--- src/rtl/acorn128_phase_ctrl.sv ---
// ---------------------------------------------------------------------------
// acorn128_phase_ctrl
//
// Bit-serial phase sequencer feeding the ACORN-128 state-update stage. Walks
// through key/IV initialisation, associated-data absorption, message
// processing and finalisation, producing one (mbit, ca, cb) triple per step
// together with a step strobe. AD and message bits are paced by a
// valid/ready handshake on din.
//
// Ports
//   clk, rst            clock; asynchronous active-low reset
//   start               begin an operation (only looked at in IDLE)
//   key, iv             128-bit key / nonce, bit 0 injected first
//   ad_len, msg_len     AD / message lengths in bits, latched on start
//   din, din_valid      serial AD / plaintext bit and its valid
//   din_ready           din is consumed this cycle when din_valid=1
//   step_en             state-update stage advances one step this cycle
//   mbit, ca, cb        per-step message bit and control bits
//   ct_valid            this step yields a ciphertext bit
//   tag_valid           this step yields a tag bit
//   busy                high in every state except IDLE
//   done                one-cycle pulse after the last finalisation step
// ---------------------------------------------------------------------------
`timescale 1ns/1ps

module acorn128_phase_ctrl #(
   parameter int LEN_W       = 16,
   parameter int INIT_RPT    = 1536,
   parameter int FINAL_STEPS = 768,
   parameter int TAG_BITS    = 128
) (
   input  logic             clk,
   input  logic             rst,
   input  logic             start,
   input  logic [127:0]     key,
   input  logic [127:0]     iv,
   input  logic [LEN_W-1:0] ad_len,
   input  logic [LEN_W-1:0] msg_len,
   input  logic             din,
   input  logic             din_valid,
   output logic             din_ready,
   output logic             step_en,
   output logic             mbit,
   output logic             ca,
   output logic             cb,
   output logic             ct_valid,
   output logic             tag_valid,
   output logic             busy,
   output logic             done
);

   typedef enum logic [3:0] {
      S_IDLE, S_INIT_KEY, S_INIT_IV, S_INIT_RPT, S_AD,
      S_AD_PAD, S_MSG, S_MSG_PAD, S_FINAL, S_DONE
   } state_t;

   localparam logic [10:0]      N_ONE       = 11'd1;
   localparam logic [10:0]      N_BLK_LAST  = 11'd127;
   localparam logic [10:0]      N_PAD_LAST  = 11'd255;
   localparam logic [10:0]      N_HALF      = 11'd128;
   localparam logic [10:0]      N_RPT_LAST  = 11'(INIT_RPT - 1);
   localparam logic [10:0]      N_FIN_LAST  = 11'(FINAL_STEPS - 1);
   localparam logic [10:0]      N_TAG_FIRST = 11'(FINAL_STEPS - TAG_BITS);
   localparam logic [LEN_W-1:0] LEN_ONE     = LEN_W'(1);

   state_t             state_q, state_d;
   logic [10:0]        n_q, n_d;         // step index inside fixed-length phases
   logic [LEN_W-1:0]   len_q, len_d;     // step index inside AD / MSG
   logic [127:0]       key_q, key_d;
   logic [127:0]       iv_q, iv_d;
   logic [LEN_W-1:0]   ad_len_q, ad_len_d;
   logic [LEN_W-1:0]   msg_len_q, msg_len_d;

   // Per-step outputs, decoded from the registered state and counters.
   always_comb begin
      din_ready = 1'b0;
      step_en   = 1'b0;
      mbit      = 1'b0;
      ca        = 1'b0;
      cb        = 1'b0;
      ct_valid  = 1'b0;
      tag_valid = 1'b0;
      busy      = 1'b1;
      done      = 1'b0;
      case (state_q)
         S_IDLE: busy = 1'b0;
         S_INIT_KEY: begin
            step_en = 1'b1;
            mbit    = key_q[n_q[6:0]];
            ca      = 1'b1;
            cb      = 1'b1;
         end
         S_INIT_IV: begin
            step_en = 1'b1;
            mbit    = iv_q[n_q[6:0]];
            ca      = 1'b1;
            cb      = 1'b1;
         end
         S_INIT_RPT: begin
            // Key is cycled repeatedly; the very first repeat bit is flipped.
            step_en = 1'b1;
            mbit    = key_q[n_q[6:0]] ^ (n_q == '0);
            ca      = 1'b1;
            cb      = 1'b1;
         end
         S_AD: begin
            din_ready = 1'b1;
            step_en   = din_valid;
            mbit      = din;
            ca        = 1'b1;
            cb        = 1'b1;
         end
         S_AD_PAD: begin
            step_en = 1'b1;
            mbit    = (n_q == '0);
            ca      = (n_q < N_HALF);
            cb      = 1'b1;
         end
         S_MSG: begin
            din_ready = 1'b1;
            step_en   = din_valid;
            ct_valid  = din_valid;
            mbit      = din;
            ca        = 1'b1;
         end
         S_MSG_PAD: begin
            step_en = 1'b1;
            mbit    = (n_q == '0);
            ca      = (n_q < N_HALF);
         end
         S_FINAL: begin
            step_en   = 1'b1;
            ca        = 1'b1;
            cb        = 1'b1;
            tag_valid = (n_q >= N_TAG_FIRST);
         end
         S_DONE: done = 1'b1;
         default: busy = 1'b0;
      endcase
   end

   // Next-state / counter logic. Each phase ends on the step where its
   // counter reaches length-1; the counter then clears for the next phase.
   always_comb begin
      state_d   = state_q;
      n_d       = n_q;
      len_d     = len_q;
      key_d     = key_q;
      iv_d      = iv_q;
      ad_len_d  = ad_len_q;
      msg_len_d = msg_len_q;
      case (state_q)
         S_IDLE: begin
            if (start) begin
               key_d     = key;
               iv_d      = iv;
               ad_len_d  = ad_len;
               msg_len_d = msg_len;
               n_d       = '0;
               len_d     = '0;
               state_d   = S_INIT_KEY;
            end
         end
         S_INIT_KEY: begin
            if (n_q == N_BLK_LAST) begin
               n_d     = '0;
               state_d = S_INIT_IV;
            end else begin
               n_d = n_q + N_ONE;
            end
         end
         S_INIT_IV: begin
            if (n_q == N_BLK_LAST) begin
               n_d     = '0;
               state_d = S_INIT_RPT;
            end else begin
               n_d = n_q + N_ONE;
            end
         end
         S_INIT_RPT: begin
            if (n_q == N_RPT_LAST) begin
               n_d     = '0;
               // Empty AD never spends a cycle in S_AD.
               state_d = (ad_len_q == '0) ? S_AD_PAD : S_AD;
            end else begin
               n_d = n_q + N_ONE;
            end
         end
         S_AD: begin
            if (din_valid) begin
               if (len_q == ad_len_q - LEN_ONE) begin
                  len_d   = '0;
                  state_d = S_AD_PAD;
               end else begin
                  len_d = len_q + LEN_ONE;
               end
            end
         end
         S_AD_PAD: begin
            if (n_q == N_PAD_LAST) begin
               n_d     = '0;
               state_d = (msg_len_q == '0) ? S_MSG_PAD : S_MSG;
            end else begin
               n_d = n_q + N_ONE;
            end
         end
         S_MSG: begin
            if (din_valid) begin
               if (len_q == msg_len_q - LEN_ONE) begin
                  len_d   = '0;
                  state_d = S_MSG_PAD;
               end else begin
                  len_d = len_q + LEN_ONE;
               end
            end
         end
         S_MSG_PAD: begin
            if (n_q == N_PAD_LAST) begin
               n_d     = '0;
               state_d = S_FINAL;
            end else begin
               n_d = n_q + N_ONE;
            end
         end
         S_FINAL: begin
            if (n_q == N_FIN_LAST) begin
               n_d     = '0;
               state_d = S_DONE;
            end else begin
               n_d = n_q + N_ONE;
            end
         end
         S_DONE: state_d = S_IDLE;
         default: state_d = S_IDLE;
      endcase
   end

   always_ff @(posedge clk or negedge rst) begin
      if (!rst) begin
         state_q   <= S_IDLE;
         n_q       <= '0;
         len_q     <= '0;
         key_q     <= '0;
         iv_q      <= '0;
         ad_len_q  <= '0;
         msg_len_q <= '0;
      end else begin
         state_q   <= state_d;
         n_q       <= n_d;
         len_q     <= len_d;
         key_q     <= key_d;
         iv_q      <= iv_d;
         ad_len_q  <= ad_len_d;
         msg_len_q <= msg_len_d;
      end
   end

endmodule

--- config.mk ---
export PLATFORM = sky130hd
export DESIGN_NAME = acorn128_phase_ctrl
export DESIGN_NICKNAME = d
export VERILOG_FILES = /design/src/rtl/acorn128_phase_ctrl.sv
export SDC_FILE = /design/constraint.sdc
export NUM_CORES = 1
export LEC_CHECK = 0
export BUFFER_PORTS_ARGS = -buffer_cell sky130_fd_sc_hd__buf_2
export CAP_MARGIN = 25
export CORE_MARGIN = 10
export CORE_UTILIZATION = 50
export CTS_BUF_LIST = sky130_fd_sc_hd__clkbuf_4 sky130_fd_sc_hd__clkbuf_8 sky130_fd_sc_hd__clkbuf_16
export CTS_CLUSTER_DIAMETER = 120
export DETAILED_ROUTE_END_ITERATION = 8
export PLACE_DENSITY_LB_ADDON = 0.05
export REMOVE_ABC_BUFFERS = 1
export SLEW_MARGIN = 5
export SYNTH_ARGS = -nofsm -noshare
export SYNTH_HDL_FRONTEND = slang
export SYNTH_SLANG_ARGS = --single-unit
--- constraint.sdc ---
create_clock -name clk -period 6.44 [get_ports clk]
set_input_delay 1.288 -clock clk [delete_from_list [all_inputs] [get_ports clk]]
set_output_delay 1.288 -clock clk [all_outputs]
set_load 0.005 [all_outputs]
==> metrics.md, run 1 <==
| Metric | Value |
|---|---|
| Run status | finished clean |
| Post-layout instance area | 0.0191 mm² |
| Actual transition at the worst max-transition pin | 1.04 ns |
| Worst setup endpoint | mbit |
| Proportion of power drawn by the clock network | 23.4% |
| Start point of the critical path | n_q[0]$_DFFE_PN0P_ |
| Sequential group share of total power | 40.8% |
| Power density over the cells | 488 mW/mm² |
| Standard cell area after detailed placement | 0.0177 mm² |
| Initial core utilization | 50.6% |
| Data arrival time of the critical path | 4.11 ns |
| Biggest fanout along the worst timing path | 47 |
| Wire length of the first global-routing pass | 63200 µm |
| Horizontal die dimension | 199 µm |
| Worst Setup End Kind | primary output |
| Fill cells | 2587 |
| Setup Skew | 0.0184 ns |
| Type of element launching the critical path | flip-flop |
| CTS Buf Count | 37 |
| Portion of the post-synthesis area used by sequential elements | 50.0% |
| Detail-routed via count per cell | 5.67 |
| Number of top-level pins | 302 |
| Number of gates resized after cts | 0 |
| Pint | 6.41 mW |
| Cell Area, Synth | 0.0160 mm² |
| Max_cap viols | 0 |
| Antenna diode count | 0 |
| Overflow left after global routing | 0 |
| Most common cell type on the critical path | mux4_2 |
| Fraction of synthesis flops using an asynchronous set or reset pin | 100% |
| Logic depth of the worst path, buffers included | 9 |
| Final count of negative-setup-slack endpoints | 0 |
| Post-route antenna net violation count | 0 |
| Post-CTS Repair Setup Buffers | 0 |
| Clock sink total | 319 |
| Clock transition at the register clock pins on the worst setup and hold paths after CTS | 0.06 ns |
| Setup repair after global routing missed its margin | no |
| Relative max-transition margin | 31.0% |
| TritonCTS clock tree | built |
| Switching power summed over all nets | 2.90 mW |
| Number of slew-limit violations in the final report | 0 |
| Highest clock frequency the design can meet | 185 MHz |
| Via count of the first global-routing pass | 11400 |
| Worst Setup Slack, final | 1.04 ns |
| Post-CTS Hold Fix Bufs | 0 |
| Detailed placer's ending HPWL | 29200 µm |
| Bufs and invs on worst path | 2 |
| Post-placement setup slack | 1.50 ns |
| Number of standard cells in the final layout excluding fillers | 1885 |
| Floorplan Core Area | 0.0316 mm² |
| Hold/Removal Path Class | flip-flop to flip-flop |
| Overall routing resource usage | 20.3% |
| Final Hold Viols | 0 |
| Die Ht | 199 µm |
| R2R Setup Slk | 2.86 ns |
| Switching portion of total power | 31.2% |
| Reg-to-reg critical path endpoint | n_q[3]$_DFFE_PN0P_ |
| Clock insertion delay at the later pin of the skew report | 0.53 ns |
| Post-layout minimum cycle time | 5.40 ns |
| First drt pass iteration count | 4 |
| Number of design-rule violations left by the first detailed-router iteration | 545 |
| Share of cells above drive strength 1 | 51.9% |
| Inst Count DP | 1819 |
| Per-instance average area after synthesis | 13.4 µm² |
| Number of antenna violations at the first check in global routing | 2 |
| Cells traversed along the worst timing path | buf_4, mux4_2, mux4_2, a22oi_1, a31oi_1, a21oi_1, o22ai_1, a31o_2, buf_2 |
| Post-synthesis register bit count | 319 |
| Total design power | 9.31 mW |
| Final Routed Wirelength | 40700 µm |
| Port Buffers | 301 |
| CTS root buffer | clkbuf_16 |
| Area of the die | 0.0394 mm² |
| Routed len/inst | 21.6 µm |
| Top cell type by total area after synthesis | dfrtp_1 |
| Standard-cell row count | 65 |
| Type of the worst setup path | flip-flop to primary output |
| Cell count after synthesis | 1193 |
| Maximum number of pins on one net before global-route repair | 194 |
| Final period utilization | 83.9% |
| Total Negative Setup Slacks | 0 ns |
| Final net count | 1756 |
| Worst R2R Path Depth | 10 |
| DRC violation count after routing | 0 |
| CP max-delay cell | dfrtp_4 |
| Layout overhead on the synthesized area | 19.5% |
| Number of enable-type register cells in the synthesized netlist | 0 |
| Required arrival time at the worst endpoint | 5.15 ns |
| Prevailing post-synth register cell | dfrtp_1 |
| Area contributors post-synth | dfrtp_1 50%, mux2_2 20%, mux4_2 11% |
| Delay of the slowest critical-path stage | 1.03 ns |
| Crit-path leading delay family | flip-flops |
| Combinational cell fraction of total power | 35.8% |
| Yosys Warn Count | 0 |
| Distinct cell type count of the synthesized netlist | 71 |
| Static Leakage | 8.45 nW |
| Final weighted congestion in routability-driven placement | 0.831 |
| Top cell type's share of synthesized area | 50.0% |
| Total via count in the routed design | 10700 |
| Start of the worst register-to-register path | n_q[0]$_DFFE_PN0P_ |
| Worst ir drop on vdd | 0.251 mV |
| Most frequent standard cell in the layout excluding fill and tap cells | dfrtp_1 |
| Max Buffers Root-to-Sink | 3 |
| Htree depth | 2 |
| Most frequent cells in the layout | 315 x dfrtp_1, 300 x buf_2, 289 x mux2_2, 77 x mux4_2, 57 x nand2_1 |
==> cells in the mapped netlist (all sizes together), types with 12 or more instances <==
| cell | number |
|---|---|
| a21oi | 19 |
| and3 | 12 |
| buf | 19 |
| clkbuf | 67 |
| dfrtp | 319 |
| inv | 16 |
| mux2 | 289 |
| mux4 | 77 |
| nand2 | 58 |
| nand3 | 21 |
| nor2 | 43 |
| nor2b | 16 |
| nor3 | 16 |
| o21ai | 28 |
| o22ai | 12 |
| xnor2 | 31 |
==> power groups by stage <==
stage               clock network (mW)  logic, mW  registers (mW)
floorplan                            0       2.93            3.56
global placement                     0       3.20            3.86
detailed placement                   0       3.29            3.89
CTS                               2.23       3.31            3.85
global route                      2.31       3.64            3.95
finish                            2.18       3.33            3.80
==> area by class of cell <==
| cell class | count | area, µm² | share of cell area, % |
|---|---|---|---|
| Sequential cell | 319 | 7990 | 41.9 |
| Multi-Input combinational cell | 772 | 7570 | 39.7 |
| Timing Repair Buffer | 312 | 1660 | 8.69 |
| Clock buffer | 55 | 1130 | 5.95 |
| Tap cell | 402 | 503 | 2.64 |
| Clock inverter | 9 | 153 | 0.800 |
| Inverter | 16 | 60.1 | 0.315 |
==> metrics by stage <==
step,hold WS (ns),util (%)
floorplan,0.474,-
finish,0.497,60.4
detailed placement,0.490,56.2
global placement,0.483,56.2
global route,0.510,60.4
CTS,0.503,60.3
==> registers in the layout, indices dropped and copies added, names as in the netlist <==
register	cells
key_q	128
msg_len_q	16
len_q	16
iv_q	128
ad_len_q	16
n_q	11
state_q	4
==> worst min path at each step <==
| stage | start | cells past startpoint | slack (ns) | to |
|---|---|---|---|---|
| final | key_q[52]$_DFFE_PN0P_ | 1 | 0.50 | key_q[52]$_DFFE_PN0P_ |
| after global routing | iv_q[95]$_DFFE_PN0P_ | 1 | 0.51 | iv_q[95]$_DFFE_PN0P_ |
| after CTS | key_q[66]$_DFFE_PN0P_ | 1 | 0.50 | key_q[66]$_DFFE_PN0P_ |
| after detailed placement | key_q[66]$_DFFE_PN0P_ | 1 | 0.49 | key_q[66]$_DFFE_PN0P_ |
| after global placement | iv_q[31]$_DFFE_PN0P_ | 1 | 0.48 | iv_q[31]$_DFFE_PN0P_ |
| after floorplan | iv_q[102]$_DFFE_PN0P_ | 1 | 0.47 | iv_q[102]$_DFFE_PN0P_ |
==> worst reg2reg max path, cell delays in order (launching register included) <==
cell and delay (ns):
dfrtp_4 1.03, ha_1 0.34, and3_1 0.23, nand3_1 0.22, o311ai_0 0.40, a21oi_1 0.15
a211oi_2 0.49, buf_4 0.28, nor2b_1 0.06, o21ai_0 0.14, o31ai_1 0.09
==> kinds of logic (layout without fill, tap and decap cells) <==
kind of cell             count (synthesis)  count (layout)  share of synthesized area (%)
flip-flops                             319             319                           50.0
AND/OR/NAND/NOR                        238             238                           8.04
AO/OA/AOI/OAI                          113             113                           4.89
multiplexers                           375             375                           31.8
buffers and inverters                  102             392                           2.56
XOR/XNOR                                41              41                           2.25
adder cells (fa/ha/maj)                  5               5                          0.392
==> routing by layer <==
layer	vias to the layer above	share of wire, %	GRT usage, %
li1	4966	-	-
met5	-	0.084	0
met4	4	1.3	4.01
met2	258	49	33.8
met1	5411	44	27.0
met3	44	5.4	4.22
(Power assumes the default switching activity.)
==> inputs of run 2 (changes only) <==
clock period = 4.8 ns   (was 6.44 ns; I/O delays follow)
==> run 2 against run 1 <==
  * Count of clock-buffer cells in the layout up 3
  * Critical path type unchanged
  * Clock power grew 34%
  * Core utilization rose by 0.23 points
  * Largest power group unchanged
  * Cell area is 0.38% higher
  * Power increased by 34%
  * Critical endpoint unchanged
==> metrics.md, run 2 (same netlist as run 1, synthesis figures left out) <==
| Metric | Value |
|---|---|
| Die Ht | 199 µm (unchanged) |
| First drt pass iteration count | 5 (was 4) |
| Delay of the slowest critical-path stage | 0.62 ns (was 1.03 ns) |
| Htree depth | 2 (unchanged) |
| Detail-routed via count per cell | 5.65 (was 5.67) |
| Post-layout minimum cycle time | 4.56 ns |
| CTS root buffer | clkbuf_16 (unchanged) |
| Routed len/inst | 21.5 µm (was 21.6 µm) |
| DRC violation count after routing | 0 (unchanged) |
| Max_cap viols | 0 (unchanged) |
| Cells traversed along the worst timing path | buf_4, mux4_2, mux4_2, mux2i_1, nand2_1, and4b_1, xnor2_1, a31o_2, buf_2 (was buf_4, mux4_2, mux4_2, a22oi_1, a31oi_1, a21oi_1, o22ai_1, a31o_2, buf_2) |
| Number of design-rule violations left by the first detailed-router iteration | 554 (was 545) |
| Actual transition at the worst max-transition pin | 0.901 ns (was 1.04 ns) |
| Hold/Removal Path Class | flip-flop to flip-flop (unchanged) |
| Bufs and invs on worst path | 2 (unchanged) |
| Standard-cell row count | 65 (unchanged) |
| Static Leakage | 8.49 nW (was 8.45 nW) |
| Layout overhead on the synthesized area | 20.0% (was 19.5%) |
| Worst Setup End Kind | primary output (unchanged) |
| Sequential Area | 0.00799 mm² (unchanged) |
| Type of element launching the critical path | flip-flop (unchanged) |
| Data arrival time of the critical path | 3.60 ns (was 4.11 ns) |
| Number of top-level pins | 302 (unchanged) |
| Final weighted congestion in routability-driven placement | 0.820 (was 0.831) |
| Start point of the worst min-delay path | key_q[87]$_DFFE_PN0P_ (was key_q[52]$_DFFE_PN0P_) |
| Total via count in the routed design | 10700 (about the same) |
| Max Buffers Root-to-Sink | 3 (unchanged) |
| Highest clock frequency the design can meet | 219 MHz |
| Number of antenna violations at the first check in global routing | 7 (was 2) |
| Final count of negative-setup-slack endpoints | 0 (unchanged) |
| Total design power | 12.5 mW (was 9.31 mW) |
| Post-CTS Hold Fix Bufs | 0 (unchanged) |
| Most frequent standard cell in the layout excluding fill and tap cells | dfrtp_1 (unchanged) |
| Most common cell type on the critical path | mux4_2 (unchanged) |
| Overall routing resource usage | 20.6% (was 20.3%) |
| Initial core utilization | 50.6% (unchanged) |
| Area of the die | 0.0394 mm² (unchanged) |
| Setup Skew | 0.0131 ns (was 0.0184 ns) |
| Clock transition at the register clock pins on the worst setup and hold paths after CTS | 0.06 ns (about the same) |
| TritonCTS clock tree | built (unchanged) |
| Port Buffers | 301 (unchanged) |
| Fill cells | 2571 (was 2587) |
| Start point of the critical path | n_q[0]$_DFFE_PN0P_ (unchanged) |
| Clock sink total | 319 (unchanged) |
| Number of gates resized after cts | 0 (unchanged) |
| Biggest registers after layout | iv_q: 128 flops, key_q: 128 flops (unchanged) |
| Worst ir drop on vdd | 0.349 mV (was 0.251 mV) |
| Share of cells above drive strength 1 | 52.1% (was 51.9%) |
| Start of the worst register-to-register path | msg_len_q[0]$_DFFE_PN0P_ (was n_q[0]$_DFFE_PN0P_) |
| Clock insertion delay at the later pin of the skew report | 0.52 ns (was 0.53 ns) |
| Biggest fanout along the worst timing path | 14 (was 47) |
| Most frequent cells in the layout | 315 x dfrtp_1, 300 x buf_2, 289 x mux2_2, 77 x mux4_2, 57 x nand2_1 (unchanged) |
| Final period utilization | 95.0% |
| Maximum number of pins on one net before global-route repair | 111 (was 194) |
| Via count of the first global-routing pass | 11600 (was 11400) |
| Power density over the cells | 654 mW/mm² (was 488 mW/mm²) |
| Relative max-transition margin | 39.9% (was 31.0%) |
| Post-CTS Repair Setup Buffers | 0 (unchanged) |
| Wire length of the first global-routing pass | 64300 µm (was 63200 µm) |
| Floorplan Core Area | 0.0316 mm² (unchanged) |
| Type of the worst setup path | flip-flop to primary output (unchanged) |
| Number of slew-limit violations in the final report | 0 (unchanged) |
| Final Hold Viols | 0 (unchanged) |
| Overflow left after global routing | 0 (unchanged) |
| Crit-path leading delay family | multiplexers (was flip-flops) |
| Final Routed Wirelength | 40600 µm (was 40700 µm) |
| Multi-input gate area | 0.00757 mm² (unchanged) |
| Worst Setup Slack, final | 0.242 ns (was 1.04 ns) |
| Horizontal die dimension | 199 µm (unchanged) |
| Detailed placer's ending HPWL | 29900 µm (was 29200 µm) |
| Post-route antenna net violation count | 0 (unchanged) |
| Run status | finished clean (unchanged) |
| Required arrival time at the worst endpoint | 3.84 ns (was 5.15 ns) |
| Final net count | 1760 (was 1756) |
| CTS Buf Count | 37 (unchanged) |
| CP max-delay cell | dfrtp_4 (unchanged) |
| Setup repair after global routing missed its margin | no (unchanged) |
| Post-placement setup slack | 0.751 ns (was 1.50 ns) |
[run 2: cell types whose count changed in the layout (fill, tap and decap cells not counted)]
| cell | before | now |
|---|---|---|
| inv_6 | 1 | 0 |
| clkinvlp_4 | 1 | 0 |
| buf_12 | 3 | 7 |
| diode_2 | 0 | 1 |
| inv_16 | 1 | 0 |
| clkinv_2 | 2 | 3 |
| buf_4 | 7 | 8 |
| clkbuf_8 | 9 | 12 |
| buf_16 | 1 | 0 |
[run 2: area by class of cell]
cell class | count | share of cell area (%)
Clock inverter | 7 | 0.634
Sequential cell | 319 | 41.8
Multi-Input combinational cell | 772 | 39.5
Timing Repair Buffer | 316 | 8.97
Clock buffer | 58 | 6.14
Antenna cell | 1 | 0.0131
Inverter | 16 | 0.314
Tap cell | 402 | 2.63
[run 2: path summary, 6_finish.rpt]
kind	end	cells after the start	slack, ns
min in group asynchronous	msg_len_q[10]$_DFFE_PN0P_	1	0.51
worst max register to register	len_q[15]$_DFFE_PN0P_	11	1.33
max in group asynchronous	iv_q[119]$_DFFE_PN0P_	2	3.27
worst min-delay path	key_q[87]$_DFFE_PN0P_	1	0.50
worst min register to register	key_q[87]$_DFFE_PN0P_	1	0.50
worst max-delay path	mbit	9	0.24
[run 2: power breakdown]
group / internal [mW] / switching, mW
sequential: 3.99 / 1.05
combinational: 2.83 / 1.71
clock: 1.84 / 1.09
[run 2: metrics by stage]
stage / std cells / TNS (ns) / util [%] / hold slack [ns] / instance area (µm²)
2_1_floorplan: 1107 / -903.64 / - / 0.474 / 15600
3_5_place_dp: 1825 / 0 / 56.5 / 0.489 / 17800
5_1_grt: 1890 / 0 / 60.7 / 0.515 / 19100
6_report: 1891 / 0 / 60.7 / 0.498 / 19100
4_1_cts: 1890 / 0 / 60.7 / 0.502 / 19100
3_3_place_gp: 1825 / 0 / 56.5 / 0.484 / 17800
[run 2: metal layers]
metal	vias to the layer above	global-route usage (%)	share of wire (%)
met2	244	34.2	49
met1	5409	26.9	43
li1	4964	-	-
met3	60	5.07	6.1
met4	12	4.35	1.6
met5	-	0	0.17
